--- src/rtl/wts_channel_scheduler.sv ---
// wts_channel_scheduler
//   Time-division sequencer for the shared 5-channel ADSR envelope datapath.
//   A slot counter walks 0..PERIOD-1. Slots 0..4 serve channels A..E and the
//   remaining slots are no-ops. Key events from the register block are held
//   per channel as a 2-bit pending code. Each code is presented as a one-slot
//   ch_key_* pulse in the same cycle as that channel's `active` index.
//
// Ports
//   clk              system clock, all state on rising edge
//   reset            asynchronous, active-high; clears all state
//   enable           1 = sequencing advances, 0 = hold slot, outputs forced to 0
//   key_on_req       per-channel key-on request pulses (bit n = channel n)
//   key_release_req  per-channel release request pulses
//   key_off_req      per-channel immediate-off request pulses
//   active           registered slot index: 1..5 = channel A..E, 0 = no-op
//   ch_key_on        registered, valid with active
//   ch_key_release   registered, valid with active
//   ch_key_off       registered, valid with active
//   frame_start      registered pulse coinciding with active = 1
//   pending          combinational, bit n = channel n has an undelivered event

// Per-channel pending event holder. A new request always wins over the
// delivery clear, so a request arriving in the delivery cycle is kept for
// the next frame while the old code goes out on the outputs.
module wts_channel_slot (
  input  logic       clk,
  input  logic       reset,
  input  logic       on_req,
  input  logic       release_req,
  input  logic       off_req,
  input  logic       deliver,
  output logic [1:0] code
);

  localparam logic [1:0] NONE = 2'd0;
  localparam logic [1:0] ON   = 2'd1;
  localparam logic [1:0] REL  = 2'd2;
  localparam logic [1:0] OFF  = 2'd3;

  always_ff @(posedge clk or posedge reset) begin
    if (reset)            code <= NONE;
    else if (off_req)     code <= OFF;
    else if (release_req) code <= REL;
    else if (on_req)      code <= ON;
    else if (deliver)     code <= NONE;
  end

endmodule

module wts_channel_scheduler #(
  parameter int PERIOD = 6,
  parameter int CW     = 6
) (
  input  logic          clk,
  input  logic          reset,
  input  logic          enable,
  input  logic [4:0]    key_on_req,
  input  logic [4:0]    key_release_req,
  input  logic [4:0]    key_off_req,
  output logic [2:0]    active,
  output logic          ch_key_on,
  output logic          ch_key_release,
  output logic          ch_key_off,
  output logic          frame_start,
  output logic [4:0]    pending
);

  localparam int         NUM_CH = 5;
  localparam logic [1:0] NONE   = 2'd0;
  localparam logic [1:0] ON     = 2'd1;
  localparam logic [1:0] REL    = 2'd2;
  localparam logic [1:0] OFF    = 2'd3;

  logic [CW-1:0]            slot;
  logic [NUM_CH-1:0][1:0]   code;
  logic [NUM_CH-1:0]        deliver;
  logic [1:0]               sel_code;
  logic                     slot_is_ch;

  // Slot counter: free-running while enabled, frozen otherwise.
  always_ff @(posedge clk or posedge reset) begin
    if (reset)                            slot <= '0;
    else if (enable) begin
      if (slot == CW'(PERIOD - 1))        slot <= '0;
      else                                slot <= slot + CW'(1);
    end
  end

  // Channel n is delivered on the edge that loads active = n+1.
  always_comb begin
    deliver = '0;
    for (int n = 0; n < NUM_CH; n++)
      deliver[n] = enable && (slot == CW'(n));
  end

  wts_channel_slot u_ch [NUM_CH-1:0] (
    .clk         (clk),
    .reset       (reset),
    .on_req      (key_on_req),
    .release_req (key_release_req),
    .off_req     (key_off_req),
    .deliver     (deliver),
    .code        (code)
  );

  // Code of the channel owning the current slot; NONE on no-op slots.
  always_comb begin
    slot_is_ch = (slot < CW'(NUM_CH));
    sel_code   = NONE;
    for (int n = 0; n < NUM_CH; n++)
      if (slot == CW'(n)) sel_code = code[n];
  end

  always_ff @(posedge clk or posedge reset) begin
    if (reset) begin
      active         <= 3'd0;
      frame_start    <= 1'b0;
      ch_key_on      <= 1'b0;
      ch_key_release <= 1'b0;
      ch_key_off     <= 1'b0;
    end else if (enable) begin
      active         <= slot_is_ch ? (slot[2:0] + 3'd1) : 3'd0;
      frame_start    <= (slot == '0);
      ch_key_on      <= (sel_code == ON);
      ch_key_release <= (sel_code == REL);
      ch_key_off     <= (sel_code == OFF);
    end else begin
      active         <= 3'd0;
      frame_start    <= 1'b0;
      ch_key_on      <= 1'b0;
      ch_key_release <= 1'b0;
      ch_key_off     <= 1'b0;
    end
  end

  always_comb begin
    pending = '0;
    for (int n = 0; n < NUM_CH; n++)
      pending[n] = (code[n] != NONE);
  end

endmodule

--- config.mk ---
export PLATFORM = sky130hd
export DESIGN_NAME = wts_channel_scheduler
export DESIGN_NICKNAME = d
export VERILOG_FILES = /design/src/rtl/wts_channel_scheduler.sv
export SDC_FILE = /design/constraint.sdc
export NUM_CORES = 1
export LEC_CHECK = 0
export CAP_MARGIN = 20
export CORE_ASPECT_RATIO = 1.5
export CORE_MARGIN = 1
export CORE_UTILIZATION = 51
export DETAILED_ROUTE_END_ITERATION = 7
export PLACE_DENSITY = 0.88
export SYNTH_ARGS = -nofsm -noshare
export SYNTH_HDL_FRONTEND = slang
export SYNTH_SLANG_ARGS = --single-unit
--- constraint.sdc ---
create_clock -name clk -period 5.4 [get_ports clk]
set_clock_uncertainty 0.15 [all_clocks]
set_input_delay 1.35 -clock clk [delete_from_list [all_inputs] [get_ports clk]]
set_output_delay 1.35 -clock clk [all_outputs]
set_load 0.01 [all_outputs]
==> results.txt, run 1 <==
- In this run the core area contains 20 standard-cell rows.
- For this configuration, the core starts out at a cell density of 0.5571.
- Yosys printed 0 warnings.
* Worst flop-to-flop path endpoint: ch_key_release$_DFF_PP0_
- The routed design has 2171 µm of wire.
- Hold buffers post-CTS: 0
- Max VDD drop: 0.2256 mV
- Depth of the worst hold-timing path: 1
* Relative area change from synthesis to final layout: 27.78%
- First-pass GRT wire length: 3629 µm
* Via count: 931
* Placed wire-length estimate: 1656 µm
* Number of nets in the finished design: 161
- CTS sink cnt: 23
* Synth Net Count: 129
- Before antenna repair, the detailed router went through 4 iterations.
* Grt total ovfl: 0
- Top cells by area in the synthesized netlist: sky130_fd_sc_hd__dfrtp_1 (49%), sky130_fd_sc_hd__ha_1 (5.3%), sky130_fd_sc_hd__a311o_1 (4.3%), sky130_fd_sc_hd__a21oi_1 (3.8%), sky130_fd_sc_hd__nand3b_1 (3.2%)
- In this design, the stage delay of the slowest critical-path cell is 480 ps.
- Of the total power, registers draw 0.416.
- Worst slew margin relative to its limit: 0.4242
- The count of cells in the finished layout, fillers not included, comes to 159.
- Worst R2R Setup Slack: 3350 ps
- Of the total power, combinational logic draws 0.456.
- In this run, synthesis produced a sequential element count of 23.
* Count of distinct cell types in the synthesized netlist: 33
- Endpoint, Worst Hold: u_ch[2].code[1]$_DFFE_PP0P_
- For this design the total switching power over the nets is 232.6 µW.
* Leakage: 0.0006454 µW
* Leading cell types by count after synthesis: sky130_fd_sc_hd__dfrtp_1 (23), sky130_fd_sc_hd__a21oi_1 (9), sky130_fd_sc_hd__inv_1 (9), sky130_fd_sc_hd__nand2_1 (6)
- Clk Latency, worst-skew pair: 320 ps
- Once the clock tree was built, the resizer swapped 0 gates to a different size.
- After synthesis, the share of flip-flops with an asynchronous set or reset is 1.000.
- Critical hold path startpoint: u_ch[2].code[1]$_DFFE_PP0P_
* Hold Violations, Final: 0
- The count of nets left with antenna violations once routing finished came out at 0.
- Across every metal layer, demand over resource in global routing totals 0.2139.
- Critical path endpoint category: primary output
* Remaining design rule violation count: 0
* Post-synthesis cell area: 1171 µm²
- Part of the total power dissipated in the clock network: 0.128
- Once placement completed, the tool counted placed cells totaling 155.
- Entering global routing, the biggest net connects 24 pins.
- TritonCTS built the clock tree.
- Diodes inserted: 0
- Final worst slack: 2391 ps
* Die X: 41.13 µm
- For the pin with the worst max-slew slack, the measured transition is 862.7 ps.
- In the finished design, the share of the clock period the worst path needs comes to 0.5573.
* Pre-CTS setup slack: 2167 ps
- Sort of element at the start of the critical path: register
* Ratio of cells with drive above 1 in the final layout: 0.1168
* H-tree levels: 1
- Buffer depth of the longest clock path: 2
- The critical path is of the reg -> out type.
- Synthesized area per cell: 11.05 µm²
- After clock tree synthesis, the clock-pin slew on the worst setup and hold paths is 120 ps.
- Setup violations remaining at the end of the flow were counted as 0.
- In this run the critical register-to-register path is launched from slot[1]$_DFFE_PP0P_.
- Of the post-synthesis cell area, the dominant cell type holds 0.4915.
* Number of global-route vias before repair: 898
- Post-synthesis instance total: 106
- Antenna violations before repair: 0
- Status: finished, final reports clean
- Clk Tree Root Cell: sky130_fd_sc_hd__clkbuf_4
* Arrival time worst endpoint: 1510 ps
* Register-to-Register Path Depth: 6
- The worst path in the final design needs a cycle of 3009 ps, including I/O delays and setup.
- Max-cap violations in this run came to 0.
* Die outline area: 2496 µm²
- Critical-path top delay cell: sky130_fd_sc_hd__clkdlybuf4s50_1
* Number of fill cells: 165
* Chain of cells forming the critical path: or2_2 -> clkdlybuf4s50_1
* TritonCTS Buffers: 3
- sky130_fd_sc_hd__dfrtp_1 takes more of the synthesized area than any other cell.
* Peak fanout along the critical path: 3
* Floorplan die height: 60.69 µm
- F_max: 0.3323 GHz
- Via-to-Cell Ratio: 5.855
* Core box area: 2102 µm²
- In this run the worst hold path is classified as reg -> reg.
- For the final routed database, the setup TNS stands at 0 ps.
- Number of enable flip-flop cells after synthesis: 0
* Most common flop cell mapped by yosys: sky130_fd_sc_hd__dfrtp_1
- Placer's final routability congestion estimate: 0.8134
* Switching share of power: 0.3710
* Required @ worst endpoint: 3900 ps
* Final max-slew violation count: 0
- Pwr/cell area: 418.9 nW/µm²
- Most common cell in the netlist: sky130_fd_sc_hd__dfrtp_1
- Of the synthesized area, sequential elements account for 0.4915.
- Post-CTS timing repair inserted 0 buffers for setup.
- During placement, the flow inserted port buffers numbering 29.
- The first routing iteration left 24 violations.
* Average routed wire per standard cell: 13.65 µm
- During I/O placement, the number of pins put on the boundary was 30.
* Cell internal power dissipation: 394.3 µW
- Setup repair after global routing missed its margin: no
## worst max-delay path by stage
stage,to,startpoint,slack [ps]
2_1_floorplan,u_ch[0].code[1]$_DFFE_PP0P_,enable,2900
4_1_cts,pending[0],u_ch[0].code[1]$_DFFE_PP0P_,2380
3_3_place_gp,u_ch[0].code[1]$_DFFE_PP0P_,enable,2200
5_1_grt,pending[3],u_ch[3].code[1]$_DFFE_PP0P_,2340
3_5_place_dp,u_ch[0].code[1]$_DFFE_PP0P_,enable,2170
6_report,pending[1],u_ch[1].code[1]$_DFFE_PP0P_,2390
## power by group through the flow
stage                     Sequential, µW  Clock [µW]  Combinational, µW
after floorplan                      261           0                202
after global placement               263           0                281
after detailed placement             265           0                286
after CTS                            261        82.4                289
after global routing                 269        87.1                323
final                                261        80.2                286
## registers in the layout (all words and copies together) (netlist names)
| name | cells |
|---|---|
| ch_key_on | 1 |
| ch_key_release | 1 |
| ch_key_off | 1 |
| frame_start | 1 |
| u_ch.code | 10 |
| active | 3 |
| slot | 6 |
## cells by family (layout without fill, tap and decap cells)
family / count (synthesis) / count (layout) / share of synthesized area
simple gates: 35 / 35 / 0.1966
compound gates: 29 / 29 / 0.1891
buf+inv: 11 / 42 / 0.04487
mux: 1 / 1 / 0.009615
flops: 23 / 23 / 0.4915
xor+xnor: 2 / 2 / 0.01496
fa+ha+maj: 5 / 5 / 0.05342
## cells in the final DEF (no fill, tap or decap), drive strengths merged, types with 4 or more instances in the layout
cell / n
clkbuf: 4
inv: 9
clkdlybuf4s50: 29
a21oi: 9
nor2: 4
o21bai: 5
a311o: 5
dfrtp: 23
or2: 5
nand3b: 5
nor2b: 4
nand2: 6
ha: 5
## routing by layer
metal  vias to the layer above  track usage  share of wire  routed length (µm)
met3                         5      0.02198          0.034                  73
met1                       456       0.2452           0.41                 880
met4                         0       0.1244          0.028                  60
met5                         -            0              0                   0
li1                        449            -              -                   -
met2                        21       0.3638           0.53                1156
## critical path, delay by kind of cell (launching register included)
| family | cells | cell delay, ps |
|---|---|---|
| buffers and inverters | 1 | 480 |
| DFF | 1 | 420 |
| and+or+nand+nor | 1 | 300 |
## stage by stage
stage / hold WS (ps) / area, µm² / power, µW / utilization
5_1_grt: 443.2 / 1496 / 678.6 / 0.7119
3_5_place_dp: 392.7 / 1470 / 551.0 / 0.6994
4_1_cts: 414.6 / 1496 / 632.5 / 0.7119
3_3_place_gp: 363.4 / 1470 / 544.0 / 0.6994
2_1_floorplan: 348.7 / 1171 / 462.7 / -
6_report: 411.6 / 1496 / 626.8 / 0.7119
## layout make-up
cell class,count,area [µm²],share of cell area
repair buffers,29,290.3,0.1940
well taps,22,27.53,0.01839
clock buffers,4,26.28,0.01756
multi-input cells,72,543.0,0.3629
inverters,9,33.78,0.02258
flip-flops and latches,23,575.6,0.3846
No activity file was read; power rests on OpenSTA's default activity.
==> run 2, diff against run 1 <==
Settings changed: CORE_UTILIZATION 51 to 47, PLACE_DENSITY 0.88 to 0.82.
Clock period 5.4 ns to 3.1 ns, I/O delays scaled along.
==> run 2 against run 1 <==
Compared with the run above: sequential power increased by 75%; global-route usage decreased by 1.5 points; final cell count increased by 0.63%; worst hold slack got worse by 4.4 ps; register-to-register slack got worse by 2300 ps; via count decreased by 1.9%; largest cell class unchanged; routed wire length increased by 6.9%; sequential share of layout area about the same.
==> results.txt, run 2 (synthesized netlist as in run 1, its figures left out) <==
- The total overflow left after global routing is 0.
- Entering global routing, the biggest net connects 24 pins.
- Hold slack final: 407.2 ps
* Start-to-end type of the worst setup path: reg -> out
- Setup repair after global routing left no endpoint under its margin.
- In this run, post-CTS hold repair placed 0 buffers.
* Sort of element at the start of the critical path: register
- The register with the most flip-flops in the layout has 10 of them.
- Setup violations remaining at the end of the flow were counted as 0.
- Relative area change from synthesis to final layout: 27.88%
* Hold Violations, Final: 0
- ANT nets after route: 0
- Total of buffers placed on input and output ports: 29
- Peak fanout along the critical path: 3
- Max-capacitance violation count: 0
- Final max-slew violation count: 0
- The first global-routing pass estimated 4091 µm of wire.
* H-tree levels: 1
- Summed over all nets, the half-perimeter wirelength after detailed placement is 1717 µm.
- Number of instances resized during post-cts repair: 0
- Placer's final routability congestion estimate: 0.8200
- Among all stages on the critical path, the largest delay is contributed by sky130_fd_sc_hd__clkdlybuf4s50_1.
- The first detailed-routing pass ran for 4 iterations.
* Cell row count: 21
* TritonCTS clock tree: yes
* Starting utilization of the core area: 0.5123
- Required @ worst endpoint: 2170 ps
- The worst setup path is captured at a primary output.
- Antenna violations before repair: 0
- After routing, the total negative slack on setup checks comes to 0 ps.
- Via count: 913
* TritonCTS Buffers: 3
- The largest registers in the layout are u_ch.code: 10 flops, slot: 6 flops, active: 3 flops.
- On the worst path, the slowest cell contributes a delay of 480 ps.
- Status: finished, final reports clean
- Chain of cells forming the critical path: or2_2 -> clkdlybuf4s50_1
- CTS sink cnt: 23
- Hold WC Path Type: reg -> reg
* Pwr/cell area: 734.9 nW/µm²
- Remaining design rule violation count: 0
* Leakage: 0.0006454 µW
* Total global-route track usage: 0.1993
- The detailed router finished its first iteration with 24 violations.
- Using the TritonRoute via totals, the vias-per-cell ratio works out to 5.706.
- Of the cells placed in the final design, the portion with a size suffix greater than 1 is 0.1168.
- The net count of the finished layout is 161.
- Transition time of the tightest slew-check pin: 846.9 ps
- Final critical-path share of the clock period: 0.7861
- Leaving out fill and tap cells, the most frequent cells in the layout are sky130_fd_sc_hd__clkdlybuf4s50_1 (29), sky130_fd_sc_hd__dfrtp_1 (23), sky130_fd_sc_hd__a21oi_1 (9), sky130_fd_sc_hd__inv_1 (9), sky130_fd_sc_hd__nand2_1 (6).
* Post CTS Setup Buffer Count: 0
* Number of I/O pins: 30
- The clock passes through at most 2 buffers.
- Leaving out fill and tap cells, the most frequent cell in the layout is sky130_fd_sc_hd__clkdlybuf4s50_1.
* Average routed wire per standard cell: 14.50 µm
* Clk Latency, worst-skew pair: 320 ps
- After clock tree synthesis, the clock-pin slew on the worst setup and hold paths is 120 ps.
- Shortest clock period the worst path allows after layout: 2437 ps
- For the worst setup path, the data arrival time is 1510 ps.
- Register containing the most flip-flops in the final layout: u_ch.code
- Die X: 42.76 µm
- Clk Tree Root Cell: sky130_fd_sc_hd__clkbuf_4
- Core box area: 2286 µm²
- Die outline area: 2699 µm²
* Diodes inserted: 0
- F_max: 0.4103 GHz
* Max VDD drop: 0.4376 mV
- Worst slew margin relative to its limit: 0.4348
* Number of global-route vias before repair: 957
- The final layout contains routed wiring with a total length of 2320 µm.
- Floorplan die height: 63.14 µm
-- run 2: worst max-delay path: cells and delay by family (launching register included) --
family | cells | cell delay [ps]
buffers and inverters | 1 | 480
DFF | 1 | 420
and+or+nand+nor | 1 | 300
-- run 2: final timing paths --
check / slack [ps] / cells after the start / startpoint / endpoint
worst max-delay path: 660 / 2 / u_ch[1].code[1]$_DFFE_PP0P_ / pending[1]
worst min-delay path: 410 / 1 / u_ch[2].code[1]$_DFFE_PP0P_ / u_ch[2].code[1]$_DFFE_PP0P_
worst max register to register: 1010 / 6 / slot[1]$_DFFE_PP0P_ / ch_key_release$_DFF_PP0_
worst min register to register: 410 / 1 / u_ch[2].code[1]$_DFFE_PP0P_ / u_ch[2].code[1]$_DFFE_PP0P_
max in group asynchronous: 1510 / 2 / reset / u_ch[1].code[0]$_DFFE_PP0P_
min in group asynchronous: 770 / 2 / reset / frame_start$_DFF_PP0_
-- run 2: cell type report --
cell class                      instances  area, µm²
Fill cell                             185      788.3
Sequential cell                        23      575.6
Timing Repair Buffer                   29      290.3
Inverter                                9      33.78
Clock buffer                            4      26.28
Tap cell                               23      28.78
Multi-Input combinational cell         72      543.0
-- run 2: metrics by stage --
step | utilization | worst slack (ps) | total power (µW) | std cells | instance area (µm²)
after floorplan | - | 1171 | 806.0 | 106 | 1171
after global placement | 0.6437 | 465.7 | 949.7 | 156 | 1471
after detailed placement | 0.6437 | 406.0 | 966.9 | 156 | 1471
after CTS | 0.6552 | 649.6 | 1112 | 160 | 1498
after global routing | 0.6552 | 612.5 | 1180 | 160 | 1498
final | 0.6552 | 663.0 | 1101 | 160 | 1498
-- run 2: metal layers --
metal / share of wire / GRT usage
met4: 0.032 / 0.1289
met3: 0.030 / 0.01719
met2: 0.55 / 0.3485
met1: 0.39 / 0.2214
met5: 0 / 0
-- run 2: where the power goes --
group	switching (µW)	leakage [µW]	internal, µW
clock	90.3	0.0000150	50.5
combinational	239	0.000358	264
sequential	84.7	0.000273	372
